==> src/rtl/demux_1to2_reg.sv <==
// -----------------------------------------------------------------------------
// demux_1to2_reg
//
// Registered 1-to-2 bus demultiplexer. One source word per cycle is steered to
// destination A (in_sel=0) or B (in_sel=1). Each destination has a one-entry
// holding register, so a stalled consumer blocks only the words addressed to it
// and never causes data loss.
//
// Optional build feature: define DEMUX_STATS_EN to add per-destination
// saturating drain counters (stats_clr, a_count, b_count).
//
// Ports:
//   clk        in   1      rising-edge clock
//   rst_n      in   1      asynchronous active-low reset
//   in_data    in   WIDTH  source word
//   in_sel     in   1      destination select (0 = A, 1 = B)
//   in_valid   in   1      source word valid
//   in_ready   out  1      word accepted this cycle (combinational)
//   a_data     out  WIDTH  destination A word (registered)
//   a_valid    out  1      destination A holding register full
//   a_ready    in   1      destination A consumes this cycle
//   b_data     out  WIDTH  destination B word (registered)
//   b_valid    out  1      destination B holding register full
//   b_ready    in   1      destination B consumes this cycle
//   stats_clr  in   1      [DEMUX_STATS_EN] synchronous clear of both counters
//   a_count    out  16     [DEMUX_STATS_EN] completed A drains (saturating)
//   b_count    out  16     [DEMUX_STATS_EN] completed B drains (saturating)
// -----------------------------------------------------------------------------
module demux_1to2_reg #(
    parameter int WIDTH = 16
) (
    input  logic             clk,
    input  logic             rst_n,
    input  logic [WIDTH-1:0] in_data,
    input  logic             in_sel,
    input  logic             in_valid,
    output logic             in_ready,
    output logic [WIDTH-1:0] a_data,
    output logic             a_valid,
    input  logic             a_ready,
    output logic [WIDTH-1:0] b_data,
    output logic             b_valid,
    input  logic             b_ready
`ifdef DEMUX_STATS_EN
   ,input  logic             stats_clr,
    output logic [15:0]      a_count,
    output logic [15:0]      b_count
`endif
);

    logic [WIDTH-1:0] a_data_r;
    logic [WIDTH-1:0] b_data_r;
    logic             a_valid_r;
    logic             b_valid_r;
    logic             in_ready_s;
    logic             a_load_s;
    logic             b_load_s;
    logic             a_drain_s;
    logic             b_drain_s;

    // Acceptance depends only on the selected destination having room
    // (empty, or being drained this cycle); in_valid does not enter.
    always_comb begin
        in_ready_s = 1'b0;
        if (in_sel == 1'b1) begin
            in_ready_s = (~b_valid_r) | b_ready;
        end else begin
            in_ready_s = (~a_valid_r) | a_ready;
        end
    end

    // Per-destination load and drain qualifiers.
    always_comb begin
        a_load_s  = in_valid & in_ready_s & (~in_sel);
        b_load_s  = in_valid & in_ready_s & in_sel;
        a_drain_s = a_valid_r & a_ready;
        b_drain_s = b_valid_r & b_ready;
    end

    // Destination A holding register: a load wins over a drain, so a
    // simultaneous drain+load replaces the word and stays full. Data is
    // held (not cleared) after a drain.
    always_ff @(posedge clk or negedge rst_n) begin
        if (!rst_n) begin
            a_valid_r <= 1'b0;
            a_data_r  <= {WIDTH{1'b0}};
        end else if (a_load_s) begin
            a_valid_r <= 1'b1;
            a_data_r  <= in_data;
        end else if (a_drain_s) begin
            a_valid_r <= 1'b0;
        end else begin
            a_valid_r <= a_valid_r;
        end
    end

    // Destination B holding register, same policy as A.
    always_ff @(posedge clk or negedge rst_n) begin
        if (!rst_n) begin
            b_valid_r <= 1'b0;
            b_data_r  <= {WIDTH{1'b0}};
        end else if (b_load_s) begin
            b_valid_r <= 1'b1;
            b_data_r  <= in_data;
        end else if (b_drain_s) begin
            b_valid_r <= 1'b0;
        end else begin
            b_valid_r <= b_valid_r;
        end
    end

    // Output mapping.
    always_comb begin
        in_ready = in_ready_s;
        a_data   = a_data_r;
        a_valid  = a_valid_r;
        b_data   = b_data_r;
        b_valid  = b_valid_r;
    end

`ifdef DEMUX_STATS_EN
    logic [15:0] a_count_r;
    logic [15:0] b_count_r;

    // Drain counter for A: clear has priority, then saturating increment.
    always_ff @(posedge clk or negedge rst_n) begin
        if (!rst_n) begin
            a_count_r <= 16'h0000;
        end else if (stats_clr) begin
            a_count_r <= 16'h0000;
        end else if (a_drain_s && (a_count_r != 16'hFFFF)) begin
            a_count_r <= a_count_r + 16'h0001;
        end else begin
            a_count_r <= a_count_r;
        end
    end

    // Drain counter for B: clear has priority, then saturating increment.
    always_ff @(posedge clk or negedge rst_n) begin
        if (!rst_n) begin
            b_count_r <= 16'h0000;
        end else if (stats_clr) begin
            b_count_r <= 16'h0000;
        end else if (b_drain_s && (b_count_r != 16'hFFFF)) begin
            b_count_r <= b_count_r + 16'h0001;
        end else begin
            b_count_r <= b_count_r;
        end
    end

    // Counter output mapping.
    always_comb begin
        a_count = a_count_r;
        b_count = b_count_r;
    end
`endif

endmodule

==> config.mk <==
export PLATFORM = sky130hd
export DESIGN_NAME = demux_1to2_reg
export DESIGN_NICKNAME = d
export VERILOG_FILES = /design/src/rtl/demux_1to2_reg.sv
export SDC_FILE = /design/constraint.sdc
export NUM_CORES = 1
export LEC_CHECK = 0
export CORE_UTILIZATION = 38
export CTS_BUF_LIST = sky130_fd_sc_hd__clkbuf_16
export CTS_CLUSTER_DIAMETER = 150
export CTS_CLUSTER_SIZE = 14
export DETAILED_ROUTE_END_ITERATION = 8
export PLACE_DENSITY = 0.84
export RECOVER_POWER = 50
export SETUP_SLACK_MARGIN = 0.2
export SLEW_MARGIN = 20
export SYNTH_ARGS = -nofsm -noshare
export SYNTH_HDL_FRONTEND = slang
export SYNTH_SLANG_ARGS = --single-unit
export TNS_END_PERCENT = 30
==> constraint.sdc <==
create_clock -name clk -period 1.55 [get_ports clk]
set_clock_uncertainty 0.2 [all_clocks]
set_input_delay 0.31 -clock clk [delete_from_list [all_inputs] [get_ports clk]]
set_output_delay 0.31 -clock clk [all_outputs]
set_load 0.005 [all_outputs]
## Word level (Yosys, flattened, before mapping)

Index checks and enable logic that the tools add are counted.

| word-level totals | value |
|---|---|
| bits in registers | 34 |
| word-level logic and storage cells | 21 |

| operators by class | value |
|---|---|
| reduce and logical (&&, ||, !) cells | 2 |
| multiplexer cells | 5 |
| bitwise logic cells | 10 |

Operator list:

| kind | count |
|---|---|
| $and 1x1->1 | 5 |
| $mux 1 | 5 |
| $reduce_bool 2->1 | 2 |
| $not 1->1 | 3 |
| $or 1x1->1 | 2 |

## Depth between registers and ports, before layout

| depth | value |
|---|---|
| depth in word-level cells | 6 |
| gate-level depth with buffers | 4 |
| mapped depth without buffers | 3 |

## Least setup slack after synthesis

Ideal clock, no wire load.

| path | value |
|---|---|
| kind | flip-flop to flip-flop |
| start point | register b_valid_r, in the netlist b_valid |
| end point | register b_data_r[10], in the netlist b_data[10] |
| buffers on the path | 1 |
| required time | 1.225 ns |
| path slack | 0.063 ns |
| arrival | 1.162 ns |
| stages on the path, launching flop included | 5 |
| cells stage by stage | dfrtp_1 > nor2b_4 > nor2_4 > buf_12 > mux2_4 |

| on the way | value |
|---|---|
| cells in the longest elaborated chain, start to end | 5 |

Ends and longest elaborated chain:

| element | RTL line | RTL |
|---|---|---|
| start, declared | 54 | `logic b_valid_r;` |
| start signal, assigned | 108 | `b_valid_r <= b_valid_r;` |
| $not 1->1 | 66 | `in_ready_s = (~b_valid_r) \| b_ready;` |
| $or 1x1->1 | 66 |  |
| $mux 1 | 65 | `if (in_sel == 1'b1) begin` |
| $and 1x1->1 (2 in series) | 75 | `b_load_s = in_valid & in_ready_s & in_sel;` |
| end signal, assigned | 101 | `b_data_r <= {WIDTH{1'b0}};` |
| end signal, assigned | 104 | `b_data_r <= in_data;` |
| end, declared | 52 | `logic [WIDTH-1:0] b_data_r;` |

Every way passes these cells.
A chain may end at the register's enable or synchronous reset.

## Worst setup path after layout

| path | value |
|---|---|
| start point | register b_valid_r, in the netlist b_valid |
| end point | output in_ready |

| on the way | value |
|---|---|
| cells in the longest elaborated chain, start to end | 3 |

Ends and longest elaborated chain:

| element | RTL line | RTL |
|---|---|---|
| $not 1->1 | 66 |  |
| $or 1x1->1 | 66 |  |
| $mux 1 | 65 |  |
| end, declared | 37 | `output logic in_ready,` |

Every way passes these cells.

==> out/qor.yml <==
routing:
  via_per_inst: 4.80
  drc_errors: 0
  top_layer: "met4"
  vias: 959
  met2WireLength_mm: 1.95
  dr.pass1.iters: 3
  ant_nets: 0
  routedLengthMet1_mm: 1.30
  first_iter_violations: 19
  wl_met3_um: 125
  wire_per_inst_um: 17.2
  wl_mm: 3.43
sta:
  period_minus_slack_ns: 1.59
  fin_setup_tns_ns: -0.407
  worstMarginPinSlew_ns: 0.835
  maxSlewHeadroom_pct: 44.3
  hold_violations: 0
  finalSetupViolCount: 30
  maxSlewViolCount: 0
  finalCritPeriodShare_pct: 103
  fmax_mhz: 629
  fin_ws_ns: -0.0402
  rsz0062_at_grt: "yes"
synth:
  synth_seq_area_share_pct: 62.3
  synth.net_count: 100
  ys_top_cells_by_count: "dfrtp_1, mux2_2, mux2_4"
  avgSynthCellArea_um2: 17.5
  yosys_warnings: 0
  ys_seq_elements: 34
  synthTopCellsByArea: "dfrtp_1, mux2_2, mux2_4"
  synthFlopType: "dfrtp_1"
  synth-edff-count: 0
  syn_inst: 78
  syn-cell-area_mm2: 0.00137
  synth_area_leader_cell: "dfrtp_1"
  ys_types: 15
  post-synth-top-count-cell: "dfrtp_1"
  synthArstFlopShare_pct: 100
  synth_top_area_share_pct: 62.3
power_and_ir_drop:
  powerDensity_mw_per_mm2: 1230
  peakVddDrop_mv: 0.802
  leakage_nw: 1.09
  pwr-share-clk_pct: 33.1
  intPower_mw: 2.05
  switchingPower_mw: 0.615
  p_total_mw: 2.66
  comb_power_share_pct: 24.4
  seq_power_share_pct: 42.6
  swShare_pct: 23.1
floorplanning:
  num_rows: 21
  dieArea_mm2: 0.00384
  die_w_um: 61.9
  dieHeight_um: 61.9
  io_pins: 57
  initial_core_util_pct: 40.3
  core_mm2: 0.00339
critical_path:
  path_class: "reg -> out"
  cp.required_ns: 1.04
  worstSetupStartpointType: "flip-flop"
  cp_max_fo: 2
  cp.arrival_ns: 1.08
  critPathCaptureType: "output port"
global_route:
  antenna_found_initial: 0
  grt_max_degree: 35
  track_usage_pct: 20.4
  grt_pass1_vias: 1086
  grt_overflow: 0
  grt_pass1_wl_mm: 5.27
placement:
  place_congestion: 0.746
  port_buffers: 56
  hpwl_mm: 2.16
clock_tree:
  clock-root-buffer: "clkbuf_16"
  htreeDepth: 2
  clkTransAtPathRegs_ns: 0.05
  holdBufCountCts: 0
  numCtsBuffers: 5
  clock-sinks: 34
  cts_buffer_depth: 2
  cts_tree: "built"
  clk_latency_ns: 0.27
job:
  drv_cap: 0
finish:
  antennaDiodeCount: 0
  multiInputGateArea_um2: 584
  register_area_um2: 851
  final_layout_size_suffix_gt1_share_pct: 61.0
  final_nets: 177
  fillerInstances: 268
  syn_to_final_growth_pct: 58.0
  final_core_util_pct: 63.6
status:
  status: "finished, violations left"
  violations: "negative setup slack"
worst_hold_path:
  min_path_type: "reg -> reg"
## kinds of logic after synthesis
| kind of cell | Yosys count | synth area share (%) |
|---|---|---|
| mux | 32 | 29.1 |
| flops | 34 | 62.3 |
| buf+inv | 3 | 2.57 |
| compound gates | 2 | 0.733 |
| simple gates | 7 | 5.22 |
## power by group through the flow
| stage | clock (mW) | combinational (mW) | sequential (mW) |
|---|---|---|---|
| 2_1_floorplan | 0 | 0.216 | 1.15 |
| 3_3_place_gp | 0 | 0.663 | 1.13 |
| 3_5_place_dp | 0 | 0.678 | 1.15 |
| 4_1_cts | 0.905 | 0.664 | 1.13 |
| 5_1_grt | 0.945 | 0.696 | 1.15 |
| 6_report | 0.880 | 0.648 | 1.13 |
## flip-flops by register name, indices dropped and copies added (netlist names)
name / count
a_data: 16
b_valid: 1
b_data: 16
a_valid: 1
## layout by cell type, fill, tap and decap left out
cell type and instances:
nand2b_2 1, or2b_1 1, nand2_2 1, clkbuf_2 3
buf_2 33, mux2_4 32, inv_1 1, dlygate4sd2_1 4
nor2b_4 1, clkdlybuf4s50_1 17, a21oi_1 1, o21ai_0 1
buf_6 3, buf_12 1, clkinv_1 1, dfrtp_1 34
nand3b_4 2, clkbuf_16 6, nor2_4 1, buf_4 9
nor2_2 1
## cell type report
class	count	area share (%)
clock inverters	1	0.174
clock buffers	5	5.80
inverters	1	0.174
multi-input cells	42	27.1
flip-flops and latches	34	39.4
repair buffers	71	24.7
well taps	46	2.67
## worst paths after layout
| check | startpoint | endpoint | slack, ns | cells after the start |
|---|---|---|---|---|
| min reg2reg | b_data[13] | b_data[13] | 0.30 | 1 |
| max | b_valid | in_ready | -0.04 | 3 |
| max reg2reg | b_valid | b_data[12] | -0.03 | 5 |
| min | b_data[13] | b_data[13] | 0.30 | 1 |
| max in group asynchronous | rst_n | b_data[12] | 0.22 | 2 |
| min in group asynchronous | rst_n | a_data[4] | 0.40 | 2 |
## what timing repair did
action	4_1_cts	5_1_grt
pin swaps	3	2
cloned	2	0
setup buffers	6	2
resized for setup	165	5
endpoints found under the setup margin	67	35
## layer usage
metal	vias to the layer above	GRT usage, %
met5	-	0
met4	0	9.52
met3	5	4.55
met2	29	39.2
met1	498	20.7
li1	427	-
## through the flow
step,cells,setup WS (ns),hold slack (ns),area (µm²)
after detailed placement,184,-0.556,0.292,2020
after global placement,184,-0.481,0.287,2020
after floorplan,78,0.0837,-0.186,1370
after global routing,200,-0.0786,0.312,2160
after CTS,198,-0.0720,0.214,2170
final,200,-0.0402,0.303,2160
## worst max-delay path: stages, from the launching register on
cell     delay [ns]
dfrtp_1        0.38
nor2b_4        0.14
a21oi_1        0.16
buf_2          0.14
Note: power is estimated with default switching activity, not from simulation.
